**src/rtl/phy_mdio_ctrl.sv**
```systemverilog
// RGMII PHY bring-up sequencer: reset pulse, Clause-22 MDIO configuration writes,
// then endless status polling with link reporting.
module phy_mdio_ctrl #(
    parameter int          MDC_DIV      = 25,
    parameter int          RST_HOLD_CYC = 1250000,
    parameter int          RST_WAIT_CYC = 6250000,
    parameter int          POLL_CYC     = 1250000,
    parameter logic [4:0]  PHY_ADDR     = 5'h01,
    parameter int          NUM_CFG      = 2,
    parameter logic [83:0] CFG_TABLE    = {21'h0, 21'h0, 5'h14, 16'h0C82, 5'h00, 16'h1140},
    parameter logic [4:0]  STATUS_REG   = 5'h01,
    parameter int          LINK_BIT     = 2
) (
    input  logic        clkIn,
    input  logic        rstIn,
    input  logic        mdioIn,
    output logic        mdioOut,
    output logic        mdioOeOut,
    output logic        mdcOut,
    output logic        phyRstBOut,
    output logic        cfgDoneOut,
    output logic        linkUpOut,
    output logic [15:0] statusOut,
    output logic        busyOut
);

    typedef enum logic [2:0] {
        RST_HOLD  = 3'd0,
        RST_WAIT  = 3'd1,
        CFG       = 3'd2,
        POLL      = 3'd3,
        POLL_WAIT = 3'd4
    } state_t;

    state_t      state;
    state_t      nextState;
    logic [31:0] waitCnt;
    logic [9:0]  gapCnt;
    logic [2:0]  cfgIdx;
    logic [7:0]  divCnt;
    logic [5:0]  bitIdx;
    logic [63:0] frameSh;
    logic [15:0] rdSh;
    logic        isRead;

    logic        tick;
    logic        frameEnd;
    logic        startFrame;
    logic [20:0] cfgEntrySel;
    logic [63:0] frameWord;

    function automatic logic [20:0] cfgEntry(input logic [1:0] idx);
        case (idx)
            2'd0:    return CFG_TABLE[20:0];
            2'd1:    return CFG_TABLE[41:21];
            2'd2:    return CFG_TABLE[62:42];
            2'd3:    return CFG_TABLE[83:63];
            default: return 21'h0;
        endcase
    endfunction

    // Frame timing strobes and the frame to launch next
    always_comb begin
        tick        = busyOut && (divCnt == 8'(MDC_DIV - 1));
        frameEnd    = tick && mdcOut && (bitIdx == 6'd63);
        startFrame  = ((state == CFG) || (state == POLL)) && !busyOut
                      && (gapCnt == 10'(2 * MDC_DIV - 1));
        cfgEntrySel = cfgEntry(cfgIdx[1:0]);
        if (state == POLL) begin
            frameWord = {32'hFFFF_FFFF, 2'b01, 2'b10, PHY_ADDR, STATUS_REG, 2'b11, 16'hFFFF};
        end else begin
            frameWord = {32'hFFFF_FFFF, 2'b01, 2'b01, PHY_ADDR, cfgEntrySel[20:16],
                         2'b10, cfgEntrySel[15:0]};
        end
    end

    // Next-state logic of the bring-up sequence
    always_comb begin
        nextState = state;
        case (state)
            RST_HOLD: begin
                if (waitCnt == 32'(RST_HOLD_CYC - 1)) begin
                    nextState = RST_WAIT;
                end else begin
                    nextState = RST_HOLD;
                end
            end
            RST_WAIT: begin
                if (waitCnt == 32'(RST_WAIT_CYC - 1)) begin
                    nextState = (NUM_CFG == 0) ? POLL : CFG;
                end else begin
                    nextState = RST_WAIT;
                end
            end
            CFG: begin
                if (frameEnd && (cfgIdx == 3'(NUM_CFG - 1))) begin
                    nextState = POLL;
                end else begin
                    nextState = CFG;
                end
            end
            POLL: begin
                if (frameEnd) begin
                    nextState = POLL_WAIT;
                end else begin
                    nextState = POLL;
                end
            end
            POLL_WAIT: begin
                if (waitCnt == 32'(POLL_CYC - 1)) begin
                    nextState = POLL;
                end else begin
                    nextState = POLL_WAIT;
                end
            end
            default: nextState = RST_HOLD;
        endcase
    end

    // State register
    always_ff @(posedge clkIn) begin
        if (rstIn) begin
            state <= RST_HOLD;
        end else begin
            state <= nextState;
        end
    end

    // Delay counter for the timed states and the idle gap ahead of each frame
    always_ff @(posedge clkIn) begin
        if (rstIn) begin
            waitCnt <= 32'd0;
            gapCnt  <= 10'd0;
        end else begin
            if ((state != nextState) || (state == CFG) || (state == POLL)) begin
                waitCnt <= 32'd0;
            end else begin
                waitCnt <= waitCnt + 32'd1;
            end
            if (busyOut || startFrame || !((state == CFG) || (state == POLL))) begin
                gapCnt <= 10'd0;
            end else begin
                gapCnt <= gapCnt + 10'd1;
            end
        end
    end

    // Sequence outputs: PHY reset release, config progress, status capture
    always_ff @(posedge clkIn) begin
        if (rstIn) begin
            phyRstBOut <= 1'b0;
            cfgDoneOut <= 1'b0;
            linkUpOut  <= 1'b0;
            statusOut  <= 16'h0000;
            cfgIdx     <= 3'd0;
        end else begin
            if ((state == RST_HOLD) && (nextState == RST_WAIT)) begin
                phyRstBOut <= 1'b1;
            end
            if (((state == RST_WAIT) || (state == CFG)) && (nextState == POLL)) begin
                cfgDoneOut <= 1'b1;
            end
            if ((state == CFG) && frameEnd) begin
                cfgIdx <= cfgIdx + 3'd1;
            end
            if ((state == POLL) && frameEnd) begin
                statusOut <= rdSh;
                linkUpOut <= rdSh[LINK_BIT];
            end
        end
    end

    // MDIO frame engine: MDC divider, bit shifter, turnaround and read capture
    always_ff @(posedge clkIn) begin
        if (rstIn) begin
            busyOut   <= 1'b0;
            mdcOut    <= 1'b0;
            mdioOut   <= 1'b1;
            mdioOeOut <= 1'b0;
            divCnt    <= 8'd0;
            bitIdx    <= 6'd0;
            frameSh   <= 64'h0;
            rdSh      <= 16'h0000;
            isRead    <= 1'b0;
        end else if (startFrame) begin
            busyOut   <= 1'b1;
            mdcOut    <= 1'b0;
            mdioOut   <= frameWord[63];
            mdioOeOut <= 1'b1;
            divCnt    <= 8'd0;
            bitIdx    <= 6'd0;
            frameSh   <= {frameWord[62:0], 1'b0};
            rdSh      <= 16'h0000;
            isRead    <= (state == POLL);
        end else if (tick) begin
            divCnt <= 8'd0;
            if (!mdcOut) begin
                mdcOut <= 1'b1;
                if (isRead && (bitIdx >= 6'd48)) begin
                    rdSh <= {rdSh[14:0], mdioIn};
                end
            end else if (bitIdx == 6'd63) begin
                mdcOut    <= 1'b0;
                busyOut   <= 1'b0;
                mdioOeOut <= 1'b0;
                mdioOut   <= 1'b1;
            end else begin
                mdcOut  <= 1'b0;
                bitIdx  <= bitIdx + 6'd1;
                mdioOut <= frameSh[63];
                frameSh <= {frameSh[62:0], 1'b0};
                // release the line for the PHY's turnaround from bit 46 on
                if (isRead && (bitIdx == 6'd45)) begin
                    mdioOeOut <= 1'b0;
                end
            end
        end else if (busyOut) begin
            divCnt <= divCnt + 8'd1;
        end
    end

endmodule

```
**config.mk**
```make
export PLATFORM = sky130hd
export DESIGN_NAME = phy_mdio_ctrl
export DESIGN_NICKNAME = d
export VERILOG_FILES = /design/src/rtl/phy_mdio_ctrl.sv
export SDC_FILE = /design/constraint.sdc
export NUM_CORES = 1
export LEC_CHECK = 0
export CAP_MARGIN = 10
export CORE_ASPECT_RATIO = 0.5
export CORE_UTILIZATION = 60
export CTS_CLUSTER_SIZE = 10
export DETAILED_ROUTE_END_ITERATION = 10
export PLACE_DENSITY = 0.79
export SLEW_MARGIN = 5
export SYNTH_ARGS = -nofsm -noshare
export SYNTH_HDL_FRONTEND = slang
export SYNTH_SLANG_ARGS = --single-unit
```
**constraint.sdc**
```tcl
create_clock -name clkIn -period 3.1 [get_ports clkIn]
set_input_delay 0.62 -clock clkIn [delete_from_list [all_inputs] [get_ports clkIn]]
set_output_delay 0.62 -clock clkIn [all_outputs]
set_load 0.1 [all_outputs]
```
==> impl_metrics.toml <==
[outcome]
status = "completed"

[sta]
finalSetupViolCount = 0
relSlewSlack_pct = 50.9
fmax_mhz = 396
hold_ws_ns = 0.455
hold_viol_final = 0
min_period_ns = 2.53
tns_ns = 0
slew_viol_final = 0
finalClockSkew_ns = 0.0131
tightest_slew_ns = 0.730
rsz0062_at_grt = "false"
period_share_pct = 81.5

[clock_network]
hold_buffers = 0
insertion_delay_ns = 0.43
cts_max_level = 4
postCtsSetupBuffers = 0
tritoncts = "yes"
clkSlewWorstSetupHoldPaths_ns = 0.07
cts_made_buffers = 17
clockBufferDepth = 2
cts_root_buffer = "clkbuf_16"
cts_resized = 0
cts_sinks = 164

[power]
power.density_nw_per_um2 = 591
p_leak_nw = 2.59
switchingPower_mw = 1.03
power_frac_comb_pct = 1.8
internal-power_mw = 3.31
sw_frac_of_total_pct = 23.8
ir_drop_mv = 0.390
p_seq_share_pct = 49.4
power_frac_clock_pct = 48.8

[min_path]
holdCritStartpoint = "frameSh[31]$_SDFFE_PP0P_"
hp-class = "flip-flop to flip-flop"
hold_depth = 2
holdPathEnd = "frameSh[32]$_SDFFE_PP0P_"

[final_layout]
final_common_cell = "dfxtp_1"
syn_to_final_growth_pct = 13.6
diodes = 0
nets = 764
final_cell_mix = "dfxtp_1 (164), nor2_1 (146), nand2_1 (79)"
final.fill_count = 789
final_layout_size_suffix_gt1_share_pct = 10.6

[placement]
place_hpwl_microns = 7930
io_buffers = 25
place.gp.congestion = 0.780

[floorplan]
io_pins = 26
rows = 26
die_x_microns = 149
die_area_sq_um = 11200
die_h_microns = 75.5
start_util_pct = 62.6
core_sq_um = 10300

[global_routing]
overflow = 0
antenna_found_initial = 0
busiest_layer = "met2"
grtUsageMet3_pct = 6.47
use_met1_pct = 30.2
first_global_vias = 4634
globalRouteMet2Util_pct = 39.4
grtUsageTotal_pct = 23.7
grt_pass1_wl_microns = 21100
grt_max_degree = 48

[detailed_routing]
vias_per_cell = 5.56
drtIter0Drc = 283
wl_per_cell_microns = 13.9
wirelength_microns = 12500
vias = 5022
first_pass_iters = 4
ant_nets = 0
drc = 0

[setup_path]
crit_buf_inv = 1
r2r_setup_slack_ns = 0.57
path_cells = "ha_1 -> nor3b_1 -> nand4_1 -> or3_1 -> buf_4 -> o31ai_1 -> a211oi_1"
reg2reg_depth = 7
path_max_fanout = 20
cp-end-kind = "flip-flop"
cp-start-kind = "flip-flop"
criticalPathCategory = "flip-flop to flip-flop"
critPathRequiredTime_ns = 3.38
r2r_end = "frameSh[12]$_SDFFE_PP0P_"
crit_slowest_cell = "or3_1"
critical-path-top-delay-family = "simple AND/OR/NAND/NOR gates"
reg2reg_from = "gapCnt[0]$_SDFF_PP0_"
cp_data_arrival_time_ns = 2.81
cpPeakStageDelay_ns = 0.62

[logic_synthesis]
synthFlopType = "dfxtp_1"
ys_ff_latch = 164
ys_warn_count = 0
syn-cell-area_sq_um = 6480
syn-instance-count = 734
synth_nets = 748
synth_cell_type_count = 52
syn_area_per_cell_sq_um = 8.82
synth-edff-count = 0
ys_async_sr_fraction_pct = 0
ys_seq_area_share_pct = 50.7

[flow_run]
drv_cap = 0
[cells by family after synthesis]
logic type / synth area share, %
AND/OR/NAND/NOR: 23.1
multiplexers: 2.94
AO/OA/AOI/OAI: 11.5
buffers and inverters: 3.55
XOR/XNOR: 6.08
adder cells (fa/ha/maj): 2.12
flip-flops: 50.7
[cells in the mapped netlist (all sizes together), types with 2 or more instances]
library cell | count | area share, %
nor4 | 6 | 0.58
xor2 | 24 | 3.2
o22ai | 34 | 3.3
nor4b | 3 | 0.50
a21oi | 35 | 2.7
a211oi | 8 | 0.93
ha | 11 | 2.1
a22oi | 6 | 0.70
inv | 10 | 0.58
a31oi | 9 | 0.87
nor2 | 146 | 8.5
or2 | 5 | 0.48
dfxtp | 164 | 51
and4 | 6 | 0.83
nand3 | 21 | 1.6
nand4 | 16 | 1.5
buf | 22 | 1.9
or3 | 13 | 1.3
xnor2 | 21 | 2.8
nand2b | 3 | 0.29
clkbuf | 19 | 1.1
nor3 | 7 | 0.54
nand2 | 79 | 4.6
and2 | 5 | 0.48
a221oi | 6 | 0.81
o21ai | 11 | 0.85
and3 | 5 | 0.48
mux2i | 19 | 2.9
o31ai | 3 | 0.35
nor3b | 2 | 0.23
[flip-flops by register name, summed over array words and instances, names as in the netlist, 3 cells and up]
name       flops
frameSh       63
waitCnt       32
rdSh          16
statusOut     16
gapCnt        10
divCnt         8
bitIdx         6
cfgIdx         3
state          3
[worst max-delay path by stage]
stage / start / to / slack, ns / cells past startpoint
after floorplan: busyOut$_SDFFE_PP0P_ / frameSh[16]$_SDFFE_PP0P_ / 0.43 / 8
after global placement: gapCnt[0]$_SDFF_PP0_ / frameSh[12]$_SDFFE_PP0P_ / 0.71 / 7
after detailed placement: gapCnt[0]$_SDFF_PP0_ / frameSh[12]$_SDFFE_PP0P_ / 0.57 / 7
after CTS: gapCnt[0]$_SDFF_PP0_ / frameSh[12]$_SDFFE_PP0P_ / 0.59 / 7
after global routing: gapCnt[0]$_SDFF_PP0_ / frameSh[12]$_SDFFE_PP0P_ / 0.36 / 7
final: gapCnt[0]$_SDFF_PP0_ / frameSh[12]$_SDFFE_PP0P_ / 0.57 / 7
[routing by layer]
metal / vias up / routed length [microns] / share of wire, %
li1: 2569 / - / -
met1: 2365 / 6200 / 49
met2: 72 / 5760 / 46
met3: 16 / 448 / 3.6
met4: 0 / 134 / 1.1
met5: - / 0 / 0
[through the flow]
stage / instances / worst slack (ns) / util (%) / power, mW / instance area, sq um
6_report: 903 / 0.574 / 71.1 / 4.35 / 7360
5_1_grt: 903 / 0.359 / 71.1 / 4.48 / 7360
4_1_cts: 903 / 0.586 / 71.1 / 4.38 / 7360
3_5_place_dp: 871 / 0.575 / 65.2 / 2.27 / 6750
3_3_place_gp: 871 / 0.706 / 65.2 / 2.27 / 6750
2_1_floorplan: 734 / 0.425 / - / 2.25 / 6480
[power by group through the flow]
stage / Combinational, mW / Sequential (mW) / Clock, mW
global placement: 0.0762 / 2.19 / 0
global route: 0.0904 / 2.15 / 2.24
floorplan: 0.0642 / 2.19 / 0
detailed placement: 0.0785 / 2.19 / 0
CTS: 0.0792 / 2.15 / 2.16
finish: 0.0786 / 2.15 / 2.12
[layout make-up]
class,count,area (sq um),area share [%]
clock buffer,17,425,5.78
clock inverter,15,185,2.52
inverter,10,37.5,0.510
multi-input combinational,519,2960,40.3
sequential,164,3280,44.6
tap,140,175,2.38
timing repair buffer,38,285,3.88
[worst reg2reg max path, cell delays in order (launching register included)]
cell	delay, ns
dfxtp_1	0.39
ha_1	0.17
nor3b_1	0.18
nand4_1	0.14
or3_1	0.62
buf_4	0.29
o31ai_1	0.45
a211oi_1	0.14
Power figures use the tool's default switching activity.
==> edit, RTL diff (same flow settings) <==
The parameter `STATUS_REG` goes from 5'h01 to 5'h00.
--- a/src/rtl/phy_mdio_ctrl.sv
+++ b/src/rtl/phy_mdio_ctrl.sv
@@ -9,5 +9,5 @@
     parameter int          NUM_CFG      = 2,
     parameter logic [83:0] CFG_TABLE    = {21'h0, 21'h0, 5'h14, 16'h0C82, 5'h00, 16'h1140},
-    parameter logic [4:0]  STATUS_REG   = 5'h01,
+    parameter logic [4:0]  STATUS_REG   = 5'h00,
     parameter int          LINK_BIT     = 2
 ) (
Check against the original RTL: same outputs for any inputs over 10 cycles, from zero or initial values and one cycle with rstIn high; that may be too few to reach the edited logic, so the function may still have changed.
==> edit against the original RTL <==
  * Synthesized area up 0.25%
  * Wire length up 0.39%
  * Final area about the same
  * Total power down 3.4%
  * Critical path depth down 2
  * Setup slack better by 0.076 ns
  * Sequential cell count unchanged
  * Non-clock buffer count up 1
  * Worst hold slack better by 0.0061 ns
  * Critical path type unchanged
==> edit: results (changes against the original RTL) <==
* Leakage component of the power: 2.63 nW (+1.6%)
- The detailed route wirelength on metal3 was 395 um (-12%).
- Final clock skew: 0.00829 ns (-0.00479 ns)
- The number of nets at the end of the flow came to 743 (-2.7%).
- The adder and majority cell fraction of the synthesized area is 2.12% (-0.0053 points).
- The count of distinct cell types in the synthesized netlist came to 53 (+1.9%).
- GR met2 Demand/Resource: 38.0% (-1.4 points)
- Weighted congestion at the end of routability-driven global placement: 0.817 (+4.7%)
- Via count of the first global-routing pass: 4,476 (-3.4%)
- The placed instance count was 850 (-2.4%).
- The worst register-to-register path ends at cfgIdx[1]$_SDFFE_PP0P_.
- Proportion of power drawn by the clock network: 48.6% (-0.2 points)
- Met3 track demand over resource: 6.05% (-0.42 points)
- By area the synthesized netlist is led by sky130_fd_sc_hd__dfxtp_1 51%, sky130_fd_sc_hd__nor2_1 9.0%, sky130_fd_sc_hd__mux2i_1 5.7%.
- The worst hold path terminates at frameSh[12]$_SDFFE_PP0P_.
- Wire length of the first global-routing pass: 20.9 mm (-0.82%)
- Status: complete, no violations
- The sum of net half-perimeters after detailed placement came to 7.93 mm (about the same).
- The power spent charging and discharging nets is 1.00 mW (-3.2%).
- The power share of the combinational group came to 1.1% (-0.7 points).
* Worst reg2reg path startpoint: busyOut$_SDFFE_PP0P_
* List of most frequent post-synthesis cells: 164 x sky130_fd_sc_hd__dfxtp_1, 155 x sky130_fd_sc_hd__nor2_1, 58 x sky130_fd_sc_hd__nand2_1
- Global-route usage over all layers: 23.7% (+0.062 points)
* Multiplexer area fraction after synthesis: 5.88% (+2.9 points)
- The worst ir drop on vdd was 0.337 mV (-14%).
- The fraction of final layout cells with drive strength greater than 1 is 10.8% (+0.17 points).
* Worst Slack Setup Final: 0.650 ns (+0.0757 ns)
- Placement Setup Slack: 0.778 ns (+0.203 ns)
- Avg Vias per Cell: 5.57 (+0.16%)
==> edit: area by class of cell <==
type | count | area (sq um)
clock buffer | 17 | 425
clock inverter | 15 | 159
fill | 787 | 3030
inverter | 12 | 45.0
multi-input combinational | 495 | 2970
sequential | 164 | 3280
tap | 140 | 175
timing repair buffer | 39 | 293
==> edit: worst reg2reg max path, stage by stage (launching register included) <==
cell and delay (ns):
sky130_fd_sc_hd__dfxtp_1 0.58, sky130_fd_sc_hd__nor4b_2 0.35, sky130_fd_sc_hd__nand3_1 0.39, sky130_fd_sc_hd__nor4_1 0.67, sky130_fd_sc_hd__mux2i_1 0.29, sky130_fd_sc_hd__nor2_1 0.05
==> edit: cell families after synthesis <==
| logic type | count (synthesis) |
|---|---|
| muxes | 38 |
| adders and majority gates | 11 |
| and+or+nand+nor | 307 |
| buffers and inverters | 53 |
| DFF | 164 |
| xor gates and xnor gates | 53 |
| AOI/OAI and AO/OA | 86 |
